`src/rtl/tlc_pkg.sv`:
```
// tlc_pkg: shared traffic-light constants and width helper
package tlc_pkg;
  localparam int SYS_CLK_HZ = 100_000_000;
  function automatic int clog2_min1(input int v);
    return (v <= 1) ? 1 : $clog2(v);
  endfunction
endpackage

```
`src/rtl/one_hz_divider_if.sv`:
```
// one_hz_divider_if: strobe bus; sec_count present only with ONEHZ_SECONDS_EN
interface one_hz_divider_if;
  logic oneHz_enable;
`ifdef ONEHZ_SECONDS_EN
  logic [7:0] sec_count;
  modport master (output oneHz_enable, output sec_count);
  modport slave (input oneHz_enable, input sec_count);
`else
  modport master (output oneHz_enable);
  modport slave (input oneHz_enable);
`endif
endinterface

```
`src/rtl/mod_counter.sv`:
```
// mod_counter: async active-low reset counter 0..MOD-1 with wrap flag
module mod_counter
  import tlc_pkg::*;
#(
  parameter int MOD = 10
) (
  input  logic clk,
  input  logic rst,
  output logic wrap_o
);
  localparam int W = clog2_min1(MOD);
  localparam logic [W-1:0] LAST = W'(MOD - 1);
  logic [W-1:0] cnt_q, cnt_d;
  always_comb begin
    wrap_o = (cnt_q == LAST);
    cnt_d  = wrap_o ? '0 : cnt_q + 1'b1;
  end
  always_ff @(posedge clk or negedge rst)
    if (!rst) cnt_q <= '0;
    else      cnt_q <= cnt_d;
endmodule

```
`src/rtl/one_hz_divider.sv`:
```
// one_hz_divider: registered 1-cycle enable strobe every CLK_FREQ_HZ/TICK_HZ clocks
// ONEHZ_SECONDS_EN adds an 8-bit wrapping strobe counter on sec_count
module one_hz_divider
  import tlc_pkg::*;
#(
  parameter int CLK_FREQ_HZ = SYS_CLK_HZ,
  parameter int TICK_HZ     = 1
) (
  input logic             clk,
  input logic             rst,
  one_hz_divider_if.master bus
);
  localparam int DIV = (TICK_HZ == 0) ? 0 : CLK_FREQ_HZ / TICK_HZ;
  if (DIV == 0) begin : g_bad_div
    $error("one_hz_divider: DIV must be >= 1 (check TICK_HZ/CLK_FREQ_HZ)");
  end
  logic wrap;
  logic en_q, en_d;
  mod_counter #(.MOD(DIV > 0 ? DIV : 1)) u_cnt (
    .clk    (clk),
    .rst    (rst),
    .wrap_o (wrap)
  );
  always_comb en_d = wrap;
  always_ff @(posedge clk or negedge rst)
    if (!rst) en_q <= 1'b0;
    else      en_q <= en_d;
  assign bus.oneHz_enable = en_q;
`ifdef ONEHZ_SECONDS_EN
  logic [7:0] sec_q, sec_d;
  always_comb sec_d = wrap ? sec_q + 8'd1 : sec_q;
  always_ff @(posedge clk or negedge rst)
    if (!rst) sec_q <= '0;
    else      sec_q <= sec_d;
  assign bus.sec_count = sec_q;
`endif
endmodule

```
`src/flat_wrapper.sv`:
```
// flat-port wrapper written by rule: the top's interface ports become plain ports
module one_hz_divider_flat import tlc_pkg::*;
#(
  parameter int CLK_FREQ_HZ = SYS_CLK_HZ,
  parameter int TICK_HZ     = 1
)
  (clk, rst, bus_oneHz_enable);
  one_hz_divider_if bus_i ();
  input logic clk;
  input logic rst;
  output wire logic [$bits(bus_i.oneHz_enable)-1:0] bus_oneHz_enable;
  assign bus_oneHz_enable = bus_i.oneHz_enable;
  one_hz_divider #(.CLK_FREQ_HZ(CLK_FREQ_HZ), .TICK_HZ(TICK_HZ)) u_core (.clk(clk), .rst(rst), .bus(bus_i));
endmodule
```
`config.mk`:
```
export PLATFORM = sky130hd
export DESIGN_NAME = one_hz_divider_flat
export DESIGN_NICKNAME = d
export VERILOG_FILES = /design/src/rtl/tlc_pkg.sv /design/src/rtl/one_hz_divider_if.sv /design/src/rtl/mod_counter.sv /design/src/rtl/one_hz_divider.sv /design/src/flat_wrapper.sv
export SDC_FILE = /design/constraint.sdc
export NUM_CORES = 1
export LEC_CHECK = 0
export BUFFER_PORTS_ARGS = -buffer_cell sky130_fd_sc_hd__buf_2
export CAP_MARGIN = 25
export CORE_MARGIN = 5
export CORE_UTILIZATION = 42
export CTS_BUF_LIST = sky130_fd_sc_hd__clkbuf_16
export DETAILED_ROUTE_END_ITERATION = 10
export GPL_TIMING_DRIVEN = 0
export PLACE_DENSITY = 0.68
export SKIP_CTS_REPAIR_TIMING = 1
export SLEW_MARGIN = 20
export SYNTH_ARGS = -nofsm -noshare
export SYNTH_HDL_FRONTEND = slang
export SYNTH_SLANG_ARGS = --single-unit
```
`constraint.sdc`:
```
create_clock -name clk -period 2 [get_ports clk]
set_clock_uncertainty 0.05 [all_clocks]
set_input_delay 0.3 -clock clk [delete_from_list [all_inputs] [get_ports clk]]
set_output_delay 0.3 -clock clk [all_outputs]
set_load 0.02 [all_outputs]
```
==> results.md, run 1 <==
- CP Buf/Inv Count: 0
- Fin nets: approximately 150
- MaxCap Viol Count: 0
- Site Rows: 21
- Critical path's largest stage delay: 490 ps
- Fill cell count: slightly above 300
- Slew margin rel.: 55.2%
- Share of layout cells above drive strength 1: around an eighth
- Setup crit start kind: flop
- Least-Margin Pin Slew: 666 ps
- Setup WS post-layout: slightly above 100 ps
- Sw Pwr: 197 uW
- Remaining Overflow, GRT: 0
- Crit path max fanout: 8
- Yosys warns: 0
- GRT Overall Usage: a little over an eighth
- FF-to-FF setup slack: 100 ps
- Async set-reset flop share out of synthesis: 100%
- Top-area cell type share of the netlist area: about half
- Cell Chain, Critical Path: ha_2, and4_2, nand4bb_4, or4_1, a21oi_1
- DRT Pass-1 Iters: 4
- Worst skew pair latency: 260 ps
- Die Wd: 68.0 um
- Mux cell area share after synthesis: 0%
- Worst min-delay path class: in2async
- CTS tree: done
- Die area: 4620 um^2
- Via count: about 1100
- Cell count after synthesis: between 100 and 150
- Post-route cell area: 1610 um^2
- I/O Pins: 3
- Reg-to-reg critical path endpoint: u_core.u_cnt.cnt_q[26]$_DFF_PN0_
- Peak supply drop: roughly 0.53 mV
- Power Density: 723 nW/um^2
- Xor/xnor share of the synthesized area: 8.69%
- Non-Filler Instances: 190
- Worst Reg2Reg Path Length in Cells: 5
- Critical path arrival: a little over 2000 ps
- Final core occ: 48.9%
- Post-Syn Nets: 140
- Leak pwr: approximately 0.00070 uW
- WL final: ~2.8 mm
- Clk slew on worst S/H paths: roughly 70 ps
- Worst hold slack: -2.02 ps
- Place WS: -157 ps
- Largest net degree at the start of global routing: 29
- Final hold violation count: 5
- Clock buffer depth: 2
- Port Buf Inserts: 2
- Synth Area in Adders: 0.887%
- Avg Cell Area, Syn: approximately 10 um^2
- Sw Share: around 17%
- FF+latch count, synth: 28
- Drt wl/cell: 14.8 um
- Post-synthesis simple-gate area fraction: a little under a third
- Compound-Gate Fraction of Synth Area: 8.60%
- Clk sink count: 28
- Delay-heaviest family, CP: simple AND/OR/NAND/NOR gates
- Max-slew violations: 0
- Vias in the first global route: ~1100
- Fmax: ~530 MHz
- Synth area leaders: dfrtp_1 50%, xor2_1 5.6%, a21oi_1 3.5%
- Worst Setup End Kind: flop
- Detailed-placement wirelength estimate: ~2 mm
- Seq/Total Area, Yosys: between 40% and 50%
- Clock root cell: clkbuf_16
- CTS Buf Count: 3
- Internal Power: between 900 and 1000 uW
- Failing checks: hold timing
- Setup violations, final: 0
- Largest family of logic cells by synthesized area: simple AND/OR/NAND/NOR gates
- Initial Util: 43.0%
- DRC viols: 0
- Inst Count DP: ~190
- Clock H-tree levels: 1
- Cell Area, Placed: 1480 um^2
- Status: complete, but fails checks
- Final antenna-violating net count: 0
- First-pass GRT wire length: roughly 4.8 mm
- Slowest stage cell, crit path: or4_1
- Post-synth top area cell: dfrtp_1
- Final Wtd Congestion: 0.798
- Area delta synth->final: 13.8%
- Die Y: just under 70 um
- Crit share post-route: 94.8%
- Clock Power Share: 50.3%
- Post-synth cell types: 35
- Comb power frac: 1.0%
- Iteration-0 DRC Markers: 72
- Class of the most critical setup path: reg2reg
- Core Area: 3280 um^2
- Initial antenna violation count: 0
- Area of the mapped netlist: roughly 1400 um^2
- Number of flops mapped to enable cells by yosys: 0
- Worst Path Required: between 2000 and 2500 ps
- Number of diodes: 0
- Vias per Instance: roughly 5.7
- Reg2reg start: u_core.u_cnt.cnt_q[0]$_DFF_PN0_
- Sequential power share: about half
- Top FF cell, synth: dfrtp_1
- Post-layout minimum cycle time: 1900 ps
metrics by stage:
step	power (uW)	setup TNS, ps
final	1160	0
after global routing	1190	-6.94
after CTS	1170	-1550
after detailed placement	589	-1390
after global placement	589	-1010
after floorplan	577	0
cell type report:
cell class | instances | area, um^2 | share of cell area [%]
Buffer | 2 | 12.5 | 0.779
Clock buffer | 3 | 75.1 | 4.67
Clock inverter | 1 | 30.0 | 1.87
Inverter | 1 | 3.75 | 0.234
Multi-Input combinational cell | 106 | 709 | 44.2
Sequential cell | 28 | 701 | 43.6
Tap cell | 46 | 57.6 | 3.58
Timing Repair Buffer | 3 | 17.5 | 1.09
worst max path at each step:
stage,start,to,cells after the start
after floorplan,u_core.u_cnt.cnt_q[0]$_DFF_PN0_,u_core.u_cnt.cnt_q[22]$_DFF_PN0_,6
after global placement,u_core.u_cnt.cnt_q[0]$_DFF_PN0_,u_core.u_cnt.cnt_q[22]$_DFF_PN0_,6
after detailed placement,u_core.u_cnt.cnt_q[0]$_DFF_PN0_,u_core.u_cnt.cnt_q[7]$_DFF_PN0_,6
after CTS,u_core.u_cnt.cnt_q[0]$_DFF_PN0_,u_core.u_cnt.cnt_q[7]$_DFF_PN0_,6
after global routing,u_core.u_cnt.cnt_q[8]$_DFF_PN0_,u_core.u_cnt.cnt_q[22]$_DFF_PN0_,4
final,u_core.u_cnt.cnt_q[0]$_DFF_PN0_,u_core.u_cnt.cnt_q[26]$_DFF_PN0_,5
flip-flops by register name (all words and copies together), names as in the netlist:
signal and cells:
u_core.bus.oneHz_enable 1, u_core.u_cnt.cnt_q 27
Yosys cell counts, types with 2 or more instances:
master	count
and4_1	3
xor2_1	9
nor4_1	3
nand2_1	12
o21ai_0	8
and3_1	4
nand3b_1	2
nor2_1	10
nand4b_1	3
or3_1	5
xnor2_1	5
o31ai_1	3
nand4_1	3
dfrtp_1	28
a21oi_1	10
nand3_1	9
nor3_1	2
power by group through the flow:
stage	registers, uW	clock network, uW	logic (uW)
2_1_floorplan	577	0	0.000247
3_3_place_gp	577	0	11.8
3_5_place_dp	577	0	12.3
4_1_cts	566	595	12.3
5_1_grt	566	614	14.0
6_report	566	584	11.3
metal layers:
| metal | global-route usage [%] | share of wire, % | vias to the layer above |
|---|---|---|---|
| li1 | - | - | 523 |
| met1 | 16.9 | 47 | 532 |
| met2 | 23.2 | 50 | 17 |
| met3 | 3.45 | 2.7 | 4 |
| met4 | 4.47 | 1.1 | 0 |
| met5 | 0 | 0 | - |
layout by cell type (no fill, tap or decap):
| cell type | synthesis | routed |
|---|---|---|
| xor2_1 | 9 | 9 |
| nor2b_1 | 1 | 1 |
| and4_2 | 1 | 2 |
| nor4_2 | 1 | 1 |
| a21oi_1 | 10 | 10 |
| nand4bb_4 | 0 | 1 |
| bufinv_16 | 0 | 1 |
| or4_4 | 1 | 1 |
| nand3b_1 | 2 | 2 |
| buf_2 | 1 | 3 |
| nand3_2 | 1 | 1 |
| nor4b_1 | 1 | 1 |
| nand2_2 | 1 | 1 |
| and4_1 | 3 | 2 |
| or4b_1 | 1 | 1 |
| buf_4 | 1 | 2 |
| nor4_1 | 3 | 3 |
| o21ai_0 | 8 | 8 |
| clkbuf_16 | 0 | 3 |
| nor4_4 | 1 | 1 |
| xnor2_1 | 5 | 5 |
| and3_1 | 4 | 4 |
| o41ai_1 | 1 | 1 |
| nand2_1 | 12 | 12 |
| and2_1 | 1 | 1 |
| or4_1 | 1 | 1 |
| nand4b_1 | 3 | 3 |
| dfrtp_1 | 28 | 28 |
| or3_1 | 5 | 5 |
| o31ai_1 | 3 | 3 |
| nand4_1 | 3 | 3 |
| nor3_1 | 2 | 2 |
| nand4_2 | 1 | 1 |
| ha_2 | 0 | 1 |
| nor2_1 | 10 | 10 |
| inv_1 | 1 | 1 |
| nand3_1 | 9 | 9 |
kinds of logic after synthesis:
family                   after synthesis
buffers and inverters                  3
XOR/XNOR                              14
adder cells (fa/ha/maj)                1
AND/OR/NAND/NOR                       69
flip-flops                            28
AO/OA/AOI/OAI                         22
Note: power is estimated with default switching activity, not from simulation.
==> run 2: changes to the inputs <==
--- a/config.mk
+++ b/config.mk
@@ -12,7 +12,7 @@
 export CTS_BUF_LIST = sky130_fd_sc_hd__clkbuf_16
 export DETAILED_ROUTE_END_ITERATION = 10
 export GPL_TIMING_DRIVEN = 0
-export PLACE_DENSITY = 0.68
+export PLACE_DENSITY = 0.7
 export SKIP_CTS_REPAIR_TIMING = 1
 export SLEW_MARGIN = 20
 export SYNTH_ARGS = -nofsm -noshare
==> constraint.sdc (replaced) <==
create_clock -name clk -period 1.56 [get_ports clk]
set_clock_uncertainty 0.05 [all_clocks]
set_input_delay 0.234 -clock clk [delete_from_list [all_inputs] [get_ports clk]]
set_output_delay 0.234 -clock clk [all_outputs]
set_load 0.02 [all_outputs]
==> results.md, run 2 (same netlist as run 1, synthesis figures left out) <==
- Fmax: 565 MHz
- Core Area: 3280 um^2
- Vias per Instance: about 5.7
- M3 GR Usage: 2.13%
- Worst skew pair latency: 260 ps
- Iteration-0 DRC Markers: 28
- Least-Margin Pin Slew: between 600 and 700 ps
- First-pass GRT wire length: between 4 and 5 mm
- Max FFs per register: 27
- CTS Buf Count: 3
- Class of the most critical setup path: reg2reg
- Clk sink count: 28
- Clock root cell: clkbuf_16
- Die Y: 68.0 um
- Die Wd: about 70 um
- Port Buf Inserts: 2
- Sequential power share: a little under three fifths
- Number of diodes: 0
- Power Density: about 730 nW/um^2
- Internal Power: ~1100 uW
- Fill cell count: 277
- Max-slew violations: 0
- RSZ-0062 raised after global routing: yes
- Commonest non-fill, non-tap cells in the layout: 20 x dfrtp_1, 12 x nand2_1, 11 x buf_4
- Failing checks: setup timing
- DRC viols: 0
- Share of layout cells above drive strength 1: between 20 and 30%
- Fin nets: approximately 160
- Fin Setup TNS: -3380 ps
- Die area: about 4600 um^2
- Clock buffer depth: 2
- GR met2 Demand/Resource: between 20% and 30%
- Site Rows: 21
- Worst min-delay path class: reg2reg
- Vias in the first global route: roughly 1100
- Seq. cell area: roughly 700 um^2
- Largest net degree at the start of global routing: 29
- Worst hold slack: ~470 ps
- Detailed-placement wirelength estimate: ~1.9 mm
- CTS tree: done
- Commonest non-fill, non-tap cell in the layout: dfrtp_1
- Setup WS post-layout: -211 ps
- Area delta synth->final: 27.1%
- MaxCap Viol Count: 0
- Post-layout minimum cycle time: 1770 ps
- Place WS: -390 ps
- Inst Count DP: around 190
- Peak supply drop: a little over 0.5 mV
- DRT Pass-1 Iters: 4
- WL final: 3.02 mm
- Sw Share: between 15 and 20%
- Sw Pwr: between 200 and 250 uW
- Slew margin rel.: 58.1%
- Via count: 1141
- Initial Util: about 43%
- Status: complete, but fails checks
- Final hold violation count: 0
- Final antenna-violating net count: 0
- Drt wl/cell: 15.0 um
- Worst Setup End Kind: flop
- Most Used Layer, Global Route: met2
- Critical path arrival: roughly 1900 ps
- Leak pwr: roughly 0.0008 uW
- Crit share post-route: 114%
- GRT Overall Usage: roughly 13%
- Clk slew on worst S/H paths: around 60 ps
- Top reg by flops: u_core.u_cnt.cnt_q
- Comb power frac: 1.3%
- Clock Power Share: roughly 43%
- Setup crit start kind: flop
- Worst Path Required: about 1700 ps
- Non-Filler Instances: between 200 and 250
- Clock H-tree levels: 1
- Initial antenna violation count: 0
- Multi-input gate area: approximately 800 um^2
- Crit path max fanout: 6
- I/O Pins: 3
- Remaining Overflow, GRT: 0
- Final Wtd Congestion: roughly 0.82
- Setup violations, final: 20
- GR Layer Usage met1: 17.4%
-- run 2: stage by stage --
step | power [uW] | utilization [%] | area [um^2]
2_1_floorplan | 740 | - | 1460
3_3_place_gp | 755 | 46.5 | 1530
3_5_place_dp | 755 | 46.5 | 1530
4_1_cts | 1330 | 48.9 | 1610
5_1_grt | 1360 | 54.6 | 1790
6_report | 1310 | 54.6 | 1790
-- run 2: cell type report --
cell class	instances	share of cell area (%)
Timing Repair Buffer	14	5.72
Buffer	2	1.26
Clock buffer	3	4.18
Inverter	1	0.209
Sequential cell	28	39.6
Tap cell	46	3.21
Clock inverter	1	0.209
Multi-Input combinational cell	106	45.6
-- run 2: power groups by stage --
stage | Combinational [uW] | Clock (uW) | Sequential, uW
after detailed placement | 16.0 | 0 | 740
after global routing | 19.7 | 616 | 725
after floorplan | 0.000280 | 0 | 740
after global placement | 15.0 | 0 | 740
after CTS | 15.8 | 589 | 725
final | 16.5 | 565 | 726
-- run 2: final timing paths --
| kind | start | end | slack, ps | depth (start not counted) |
|---|---|---|---|---|
| min in group asynchronous | rst | u_core.u_cnt.cnt_q[20]$_DFF_PN0_ | 490 | 2 |
| hold reg to reg | u_core.u_cnt.cnt_q[12]$_DFF_PN0_ | u_core.u_cnt.cnt_q[12]$_DFF_PN0_ | 470 | 1 |
| setup reg to reg | u_core.u_cnt.cnt_q[0]$_DFF_PN0_ | u_core.u_cnt.cnt_q[14]$_DFF_PN0_ | -210 | 6 |
| max in group asynchronous | rst | u_core.u_cnt.cnt_q[10]$_DFF_PN0_ | 530 | 2 |
| hold / removal | u_core.u_cnt.cnt_q[12]$_DFF_PN0_ | u_core.u_cnt.cnt_q[12]$_DFF_PN0_ | 470 | 1 |
| setup / recovery | u_core.u_cnt.cnt_q[0]$_DFF_PN0_ | u_core.u_cnt.cnt_q[14]$_DFF_PN0_ | -210 | 6 |
-- run 2: metal layers --
metal | wire length (um) | share of wire (%)
met5 | 0 | 0
met1 | 1430 | 48
met3 | 79 | 2.6
met2 | 1480 | 49
met4 | 24 | 0.80
-- run 2: worst max-delay path, stage by stage, from the launching register on --
cell and delay [ps]:
dfrtp_1 430, ha_4 180, and4_4 270, nand2_8 80, nor4_4 380, buf_4 220
a21oi_2 40
==> run 3: changes to the inputs <==
--- a/config.mk
+++ b/config.mk
@@ -12,7 +12,7 @@
 export CTS_BUF_LIST = sky130_fd_sc_hd__clkbuf_16
 export DETAILED_ROUTE_END_ITERATION = 10
 export GPL_TIMING_DRIVEN = 0
-export PLACE_DENSITY = 0.7
+export PLACE_DENSITY = 0.68
 export SKIP_CTS_REPAIR_TIMING = 1
 export SLEW_MARGIN = 20
 export SYNTH_ARGS = -nofsm -noshare
==> constraint.sdc (replaced) <==
create_clock -name clk -period 1.65 [get_ports clk]
set_clock_uncertainty 0.05 [all_clocks]
set_input_delay 0.2475 -clock clk [delete_from_list [all_inputs] [get_ports clk]]
set_output_delay 0.2475 -clock clk [all_outputs]
set_load 0.02 [all_outputs]
==> results.md, run 3 (same netlist as run 1, synthesis figures left out) <==
- DRC viols: 0
- Failing checks: hold timing, setup timing
- Max-slew violations: 0
- WL final: slightly above 3 mm
- First-pass GRT wire length: around 4.7 mm
- Final Wtd Congestion: slightly below 0.8
- Drt wl/cell: 15.7 um
- Worst Path Required: 1740 ps
- Largest net degree at the start of global routing: 29
- Inst Count DP: between 150 and 200
- Port Buf Inserts: 2
- Post-layout minimum cycle time: between 1500 and 2000 ps
- Fmax: 565 MHz
- Remaining Overflow, GRT: 0
- Internal Power: between 1000 and 1500 uW
- Power Density: slightly below 700 nW/um^2
- I/O Pins: 3
- Comb power frac: under 10%
- Vias per Instance: 5.71
- Clock H-tree levels: 1
- Share of layout cells above drive strength 1: 36.6%
- RSZ-0062 raised after global routing: yes
- DRT Pass-1 Iters: 4
- GRT Overall Usage: between 10 and 15%
- Sw Pwr: ~240 uW
- Clock Power Share: between 40% and 50%
- MaxCap Viol Count: 0
- Reg2reg start: u_core.u_cnt.cnt_q[15]$_DFF_PN0_
- Leak pwr: 0.000796 uW
- Class of the most critical setup path: reg2reg
- Sequential power share: a little under three fifths
- Status: complete, but fails checks
- Setup WS post-layout: -119 ps
- Non-Filler Instances: between 150 and 200
- Iteration-0 DRC Markers: 86
- Fin Setup TNS: -1570 ps
- Clk sink count: 28
- Final antenna-violating net count: 0
- Final hold violation count: 28
- Fill cell count: approximately 300
- Clock buffer depth: 2
- Number of diodes: 0
- Site Rows: 21
- CTS Buf Count: 3
- Clock root cell: clkbuf_16
- Sw Share: about a fifth
- Crit path max fanout: 5
- Setup crit start kind: flop
- Setup violations, final: 17
- Vias in the first global route: 1071
- Cell Area, Placed: roughly 1500 um^2
- Max FFs per register: 27
- Worst hold slack: -55.7 ps
- Fin nets: about 160
- Peak supply drop: approximately 0.53 mV
- Critical path arrival: 1860 ps
- Critical Path Source: u_core.u_cnt.cnt_q[15]$_DFF_PN0_
- Core Area: roughly 3300 um^2
- Detailed-placement wirelength estimate: approximately 2 mm
- Via count: approximately 1100
- Top reg by flops: u_core.u_cnt.cnt_q
- Commonest non-fill, non-tap cell in the layout: dfrtp_1
- Die area: 4620 um^2
- Slew margin rel.: a little over half
- Worst min-delay path class: in2async
- Initial Util: roughly 43%
- Commonest non-fill, non-tap cells in the layout: 21 x dfrtp_1, 10 x nand2_1, 9 x xor2_1
- Worst Setup End Kind: flop
- Post-route cell area: around 1800 um^2
- Worst skew pair latency: approximately 260 ps
- Initial antenna violation count: 0
- Clk slew on worst S/H paths: about 70 ps
- Die Wd: about 68 um
- Least-Margin Pin Slew: slightly above 700 ps
- CTS tree: done
- Die Y: 68.0 um
- Area delta synth->final: 28.5%
- Crit share post-route: 107%
-- run 3: final timing paths --
check                                                         to  slack, ps  cells past startpoint
worst max-delay path            u_core.u_cnt.cnt_q[23]$_DFF_PN0_       -120                      5
worst min-delay path            u_core.u_cnt.cnt_q[17]$_DFF_PN0_        -60                      1
worst max register to register  u_core.u_cnt.cnt_q[23]$_DFF_PN0_       -120                      5
worst min register to register   u_core.u_cnt.cnt_q[0]$_DFF_PN0_        450                      1
max in group asynchronous        u_core.u_cnt.cnt_q[0]$_DFF_PN0_       1170                      1
min in group clk                 u_core.u_cnt.cnt_q[0]$_DFF_PN0_        450                      1
-- run 3: worst max-delay path, cell delays in order, from the launching register on --
cell	delay, ps
dfrtp_1	440
and4_2	320
nand2_1	130
nor4_4	460
buf_6	190
a21oi_1	50
-- run 3: through the flow --
stage,worst slack [ps],hold WS [ps],utilization [%],total power (uW)
2_1_floorplan,2.98,-98.1,-,699
3_3_place_gp,-303,242,45.7,714
3_5_place_dp,-329,249,45.7,714
4_1_cts,-341,-28.5,48.1,1260
5_1_grt,-204,1.04,55.2,1290
6_report,-119,-55.7,55.2,1250
-- run 3: power by group through the flow --
stage          Clock [uW]  Combinational, uW  Sequential (uW)
2_1_floorplan           0           0.000259              699
3_3_place_gp            0               14.4              699
3_5_place_dp            0               14.8              699
4_1_cts               555               14.8              686
5_1_grt               589               16.8              685
6_report              548               13.4              686
-- run 3: layout make-up --
class                   count  area, um^2  share of cell area [%]
inverters                   1        3.75                   0.207
repair buffers             12        92.6                    5.10
multi-input cells         106         850                    46.8
clock buffers               3        75.1                    4.14
plain buffers               2        22.5                    1.24
clock inverters             1        3.75                   0.207
well taps                  46        57.6                    3.17
flip-flops and latches     28         709                    39.1
-- run 3: routing by layer --
| layer | up-vias | global-route usage [%] | share of wire, % |
|---|---|---|---|
| met5 | - | 0 | 0 |
| met4 | 0 | 3.97 | 1.4 |
| met3 | 4 | 2.96 | 2.2 |
| met2 | 13 | 23.3 | 53 |
| met1 | 576 | 16.6 | 43 |
| li1 | 543 | - | - |
